[src/rtl/serial_sub_engine.sv]
// Bit-serial WIDTH-bit subtractor (dif = a - b - bin), LSB first, one full-subtractor bit per clock.
// Optional SUB_SIGNED_OVF_EN adds the signed overflow flag; without it ovf is tied to 0.
module serial_sub_engine #(
  parameter int WIDTH = 8
) (
  input  logic             clk,
  input  logic             rst_n,
  input  logic             in_valid,
  output logic             in_ready,
  input  logic [WIDTH-1:0] a,
  input  logic [WIDTH-1:0] b,
  input  logic             bin,
  output logic             out_valid,
  input  logic             out_ready,
  output logic [WIDTH-1:0] dif,
  output logic             bw,
  output logic             ovf
);

  localparam int CW = (WIDTH > 2) ? $clog2(WIDTH) : 1;
  localparam logic [CW-1:0] LAST = CW'(WIDTH - 1);

  localparam logic [1:0] S_IDLE = 2'd0;
  localparam logic [1:0] S_RUN  = 2'd1;
  localparam logic [1:0] S_DONE = 2'd2;

  logic [1:0]       state_q, state_d;
  logic [WIDTH-1:0] a_sh_q, a_sh_d;
  logic [WIDTH-1:0] b_sh_q, b_sh_d;
  logic [WIDTH-1:0] res_q, res_d;
  logic [WIDTH-1:0] dif_q, dif_d;
  logic             borrow_q, borrow_d;
  logic             bw_q, bw_d;
  logic [CW-1:0]    cnt_q, cnt_d;

  logic x, y, d_bit, brw_nxt, accept, run_last;

  assign x        = a_sh_q[0];
  assign y        = b_sh_q[0];
  assign d_bit    = x ^ y ^ borrow_q;
  assign brw_nxt  = (~x & y) | (~(x ^ y) & borrow_q);
  assign accept   = (state_q == S_IDLE) && in_valid;
  assign run_last = (state_q == S_RUN) && (cnt_q == LAST);

  always_comb begin
    state_d  = state_q;
    a_sh_d   = a_sh_q;
    b_sh_d   = b_sh_q;
    res_d    = res_q;
    dif_d    = dif_q;
    borrow_d = borrow_q;
    bw_d     = bw_q;
    cnt_d    = cnt_q;
    case (state_q)
      S_IDLE: begin
        if (in_valid) begin
          a_sh_d   = a;
          b_sh_d   = b;
          borrow_d = bin;
          cnt_d    = '0;
          state_d  = S_RUN;
        end
      end
      S_RUN: begin
        a_sh_d   = a_sh_q >> 1;
        b_sh_d   = b_sh_q >> 1;
        res_d    = {d_bit, res_q[WIDTH-1:1]};
        borrow_d = brw_nxt;
        cnt_d    = cnt_q + CW'(1);
        if (cnt_q == LAST) begin
          // Results are latched separately so they survive the next operand load.
          dif_d   = {d_bit, res_q[WIDTH-1:1]};
          bw_d    = brw_nxt;
          cnt_d   = '0;
          state_d = S_DONE;
        end
      end
      S_DONE: begin
        if (out_ready) state_d = S_IDLE;
      end
      default: state_d = S_IDLE;
    endcase
  end

  always_ff @(posedge clk or negedge rst_n) begin
    if (!rst_n) begin
      state_q  <= S_IDLE;
      a_sh_q   <= '0;
      b_sh_q   <= '0;
      res_q    <= '0;
      dif_q    <= '0;
      borrow_q <= 1'b0;
      bw_q     <= 1'b0;
      cnt_q    <= '0;
    end else begin
      state_q  <= state_d;
      a_sh_q   <= a_sh_d;
      b_sh_q   <= b_sh_d;
      res_q    <= res_d;
      dif_q    <= dif_d;
      borrow_q <= borrow_d;
      bw_q     <= bw_d;
      cnt_q    <= cnt_d;
    end
  end

  assign in_ready  = (state_q == S_IDLE);
  assign out_valid = (state_q == S_DONE);
  assign dif       = dif_q;
  assign bw        = bw_q;

`ifdef SUB_SIGNED_OVF_EN
  logic a_msb_q, a_msb_d;
  logic b_msb_q, b_msb_d;
  logic ovf_q, ovf_d;

  always_comb begin
    a_msb_d = a_msb_q;
    b_msb_d = b_msb_q;
    ovf_d   = ovf_q;
    if (accept) begin
      a_msb_d = a[WIDTH-1];
      b_msb_d = b[WIDTH-1];
    end
    // d_bit on the last RUN cycle is the result MSB.
    if (run_last) ovf_d = (a_msb_q ^ b_msb_q) & (d_bit ^ a_msb_q);
  end

  always_ff @(posedge clk or negedge rst_n) begin
    if (!rst_n) begin
      a_msb_q <= 1'b0;
      b_msb_q <= 1'b0;
      ovf_q   <= 1'b0;
    end else begin
      a_msb_q <= a_msb_d;
      b_msb_q <= b_msb_d;
      ovf_q   <= ovf_d;
    end
  end

  assign ovf = ovf_q;
`else
  logic unused_ok;
  assign unused_ok = accept ^ run_last;
  assign ovf       = 1'b0;
`endif

endmodule

[config.mk]
export PLATFORM = sky130hd
export DESIGN_NAME = serial_sub_engine
export DESIGN_NICKNAME = d
export VERILOG_FILES = /design/src/rtl/serial_sub_engine.sv
export SDC_FILE = /design/constraint.sdc
export NUM_CORES = 1
export LEC_CHECK = 0
export ABC_AREA = 1
export CORE_UTILIZATION = 52
export DETAILED_ROUTE_END_ITERATION = 7
export MAX_ROUTING_LAYER = met4
export PLACE_DENSITY = 0.91
export REMOVE_ABC_BUFFERS = 1
export SETUP_SLACK_MARGIN = 0.05
export SLEW_MARGIN = 20
export SYNTH_ARGS = -nofsm -noshare
export SYNTH_HDL_FRONTEND = slang
export SYNTH_SLANG_ARGS = --single-unit
[constraint.sdc]
create_clock -name clk -period 1.4 [get_ports clk]
set_input_delay 0.21 -clock clk [delete_from_list [all_inputs] [get_ports clk]]
set_output_delay 0.21 -clock clk [all_outputs]
set_load 0.02 [all_outputs]
==> out/results.txt, run 1 <==
The run finished with clean final reports. The net total in the final layout came out at 293. The clock passes through at most 2 buffers. The die extent in x was 61.3 microns; the placement-stage worst setup slack was -0.0233 ns. The vertical extent of the die is 61.3 microns. For this run the aggregate overflow at the end of global routing stands at 0. The final cycle utilization of the critical path came out at 96.2%. TritonCTS created 5 clock buffers.

The tools report the launch point of the worst path as state_q[1]. The share of the yosys chip area belonging to registers was 52.0%; the maximum number of pins on one net before global-route repair was 28. The critical path is of the reg -> reg type. The detail-routed net length per standard cell came out at 12.6 microns. The core region is 3360 sq um.

The post-synthesis to final-layout area growth was 32.0%. Largest voltage drop on the vdd net: 1.33 mV. The depth of the most critical reg-to-reg path is 7. The setup TNS was 0 ns; the area fraction of the dominant cell type after synthesis was 52.0%. The run gives 223 as the count of mapped cells out of synthesis.

Once the floorplan was initialized, standard cells occupied 54.4% of the core. Counting every sink on the clock net gives 38. The class of the worst hold path was in -> async. The endpoint of the most critical register-to-register path was a_sh_q[1]. Setup slack on the critical path of the routed design comes to 0.0533 ns. Routability-driven placement finished with a final weighted congestion of 0.788. The logs give 0.05 ns for the reg-to-reg setup timing slack and 1459 for the via count of the first global-routing pass.

In this run the static leakage power is 0.00131 uW. The mapped cell area is 1830 sq um, and the count of H-tree levels built during CTS is 2. On the final layout, the worst clock skew is 0.00824 ns.

The post-route netlist has 17.4% of its cells at a drive strength greater than 1. During placement, the flow inserted port buffers numbering 31. Dividing the detail-routed via count by the number of cells gives 4.76.

The prevailing post-synth register cell was sky130_fd_sc_hd__dfrtp_1. The root buffer selected by CTS is sky130_fd_sc_hd__clkbuf_4. The total power per unit cell area works out to 2020 nW/um^2. Clock-pin slew was measured on the worst setup and hold paths at 0.12 ns. 0 antenna diodes ended up in the layout. By count the netlist is led by sky130_fd_sc_hd__nand2_1, sky130_fd_sc_hd__inv_1, sky130_fd_sc_hd__dfrtp_1, sky130_fd_sc_hd__nand3_1, sky130_fd_sc_hd__o21ai_0. The worst endpoint required time came out at 1.69 ns. STA classifies the critical path startpoint as a flop. Excluding fillers, the count of instances in the completed layout stands at 316. Summed over all nets, the half-perimeter wirelength after detailed placement is 2.45 mm.

The number of enable-type register cells in the synthesized netlist works out to 0. The total number of vias is 1505, and the global-route wire length before repair is 6.13 mm. The register bit count reported by yosys was 38; the floorplan die area was 3760 sq um. The capture point of the critical path is a_sh_q[1]. Averaged over all synthesized cells, the footprint is 8.20 sq um. In the post-synthesis netlist, the biggest area contributors are sky130_fd_sc_hd__dfrtp_1, sky130_fd_sc_hd__nand2_1, sky130_fd_sc_hd__inv_1, sky130_fd_sc_hd__nand3_1, sky130_fd_sc_hd__o21ai_2.

Wires add up to 3.98 mm. The run gives 4 as the detailed-routing iteration count for the pre-antenna-repair pass. For the number of standard-cell rows in the floorplan, the log shows 21. Once placement completed, the tool counted placed cells totaling 301.

Based on the critical path, the design can be clocked at up to 743 MHz. The tools report the clock latency of the later-clocked register in the worst-skew pair as 0.35 ns. The detail route stage leaves a number of antenna-violating nets equal to 0. Across the run, the number of max-cap violations was 0. Across every metal layer, demand over resource in global routing totals 24.0%. For this run, design rule violations remaining after detail routing come to 0.

Fraction of registers with async set or reset after synthesis: 100%. The library cell occupying the most area in the post-synthesis netlist is sky130_fd_sc_hd__dfrtp_1. The number of different library cells used by synthesis comes to 20. Setup repair after global routing could not meet its margin everywhere. sky130_fd_sc_hd__nand2_1 is the most common cell in the netlist. The total number of yosys warnings is 0.

The worst pin sits at a relative slew slack of 61.0%. 33 I/O pins were placed. The startpoint identified for the worst register-to-register timing path is state_q[1].

The run gives 1.64 ns as the critical path data arrival time. TritonCTS built the clock tree. The smallest clock period supported by the final layout is computed as 1.35 ns. Capturing element type of the critical path: a flop. For the pin with the worst max-slew slack, the measured transition is 0.585 ns. For the number of hold violations in the final report, the log shows 0. The setup-violating endpoint count in the final report is 0, and the peak fanout along the critical path is 12. Number of max-slew violations in the final report: 0. Measured on the finished design, the core utilization comes to 71.8%. The initial antenna violation count was 0. The initial detailed-routing violation count is 97, and the total power of the final layout is 4880 uW.
cell families (layout without fill, tap and decap cells):
| logic type | after synthesis | after routing | share of synthesized area (%) |
|---|---|---|---|
| flip-flops | 38 | 38 | 52.0 |
| adder cells (fa/ha/maj) | 3 | 3 | 2.46 |
| buffers and inverters | 50 | 97 | 12.5 |
| AND/OR/NAND/NOR | 112 | 112 | 25.8 |
| AO/OA/AOI/OAI | 19 | 19 | 6.98 |
| other | 1 | 1 | 0.205 |
state kept, by name (all words and copies together), names as in the netlist:
name      count
cnt_q         3
bw            1
b_sh_q        8
a_sh_q        8
state_q       2
res_q         7
borrow_q      1
dif           8
area by class of cell:
| class | instances | area [sq um] |
|---|---|---|
| clock inverters | 2 | 12.5 |
| flip-flops and latches | 38 | 953 |
| fillers | 262 | 950 |
| clock buffers | 6 | 51.3 |
| multi-input cells | 135 | 688 |
| inverters | 41 | 161 |
| well taps | 46 | 57.6 |
| repair buffers | 48 | 489 |
layout by cell type, fill, tap and decap left out, drive strengths merged:
master,Yosys,routed
a21oi,1,1
buf,9,18
clkbuf,0,7
clkdlybuf4s50,0,19
clkinv,0,1
clkinvlp,0,1
conb,1,1
dfrtp,38,38
dlygate4sd2,0,9
dlygate4sd3,0,1
fa,1,1
ha,2,2
inv,41,41
nand2,89,89
nand3,19,19
nor2,4,4
o21ai,17,17
o31ai,1,1
routing by layer:
layer	up-vias	GRT usage (%)	routed length, microns
met1	697	29.1	1680
met4	0	10.4	99
met5	-	-	0
li1	758	-	-
met3	10	6.51	163
met2	40	37.9	2030
power breakdown:
group	switching (uW)	total, uW	internal [uW]
combinational	1380	2380	999
sequential	292	1880	1590
clock	374	616	241
total	2050	4880	2830
stage by stage:
step           hold slack (ns)  instance area, sq um
6_report                 0.380                  2410
5_1_grt                  0.417                  2410
4_1_cts                  0.383                  2310
3_5_place_dp             0.240                  2230
3_3_place_gp             0.239                  2230
2_1_floorplan          -0.0856                  1760
how the worst min path moves through the flow:
stage	start	to	slack (ns)	cells after the start
after floorplan	rst_n	a_sh_q[0]	-0.09	0
after global placement	rst_n	dif[5]	0.24	1
after detailed placement	rst_n	dif[5]	0.24	1
after CTS	rst_n	dif[2]	0.38	2
after global routing	rst_n	res_q[7]	0.42	2
final	rst_n	res_q[7]	0.38	2
worst max-delay path: stages (launching register included):
cell and delay [ns]:
sky130_fd_sc_hd__dfrtp_2 0.45, sky130_fd_sc_hd__inv_2 0.11, sky130_fd_sc_hd__buf_4 0.17, sky130_fd_sc_hd__nand2_2 0.10, sky130_fd_sc_hd__nand2_8 0.13, sky130_fd_sc_hd__buf_12 0.14, sky130_fd_sc_hd__nand3_1 0.10, sky130_fd_sc_hd__nand2_1 0.09
what timing repair did:
action	in CTS	in global routing
endpoints found under the hold margin	25	0
setup buffers	1	4
gates resized for setup	21	14
endpoints found under the setup margin	34	38
hold buffers	1	0
cloned	0	1
pin swaps	1	4
No activity file was read; power rests on OpenSTA's default activity.
==> run 2: changes to the inputs <==
SLEW_MARGIN = unset   (was 20)
==> results of run 2 <==
No change in the layout: final DEF, timing and power equal those of run 1.
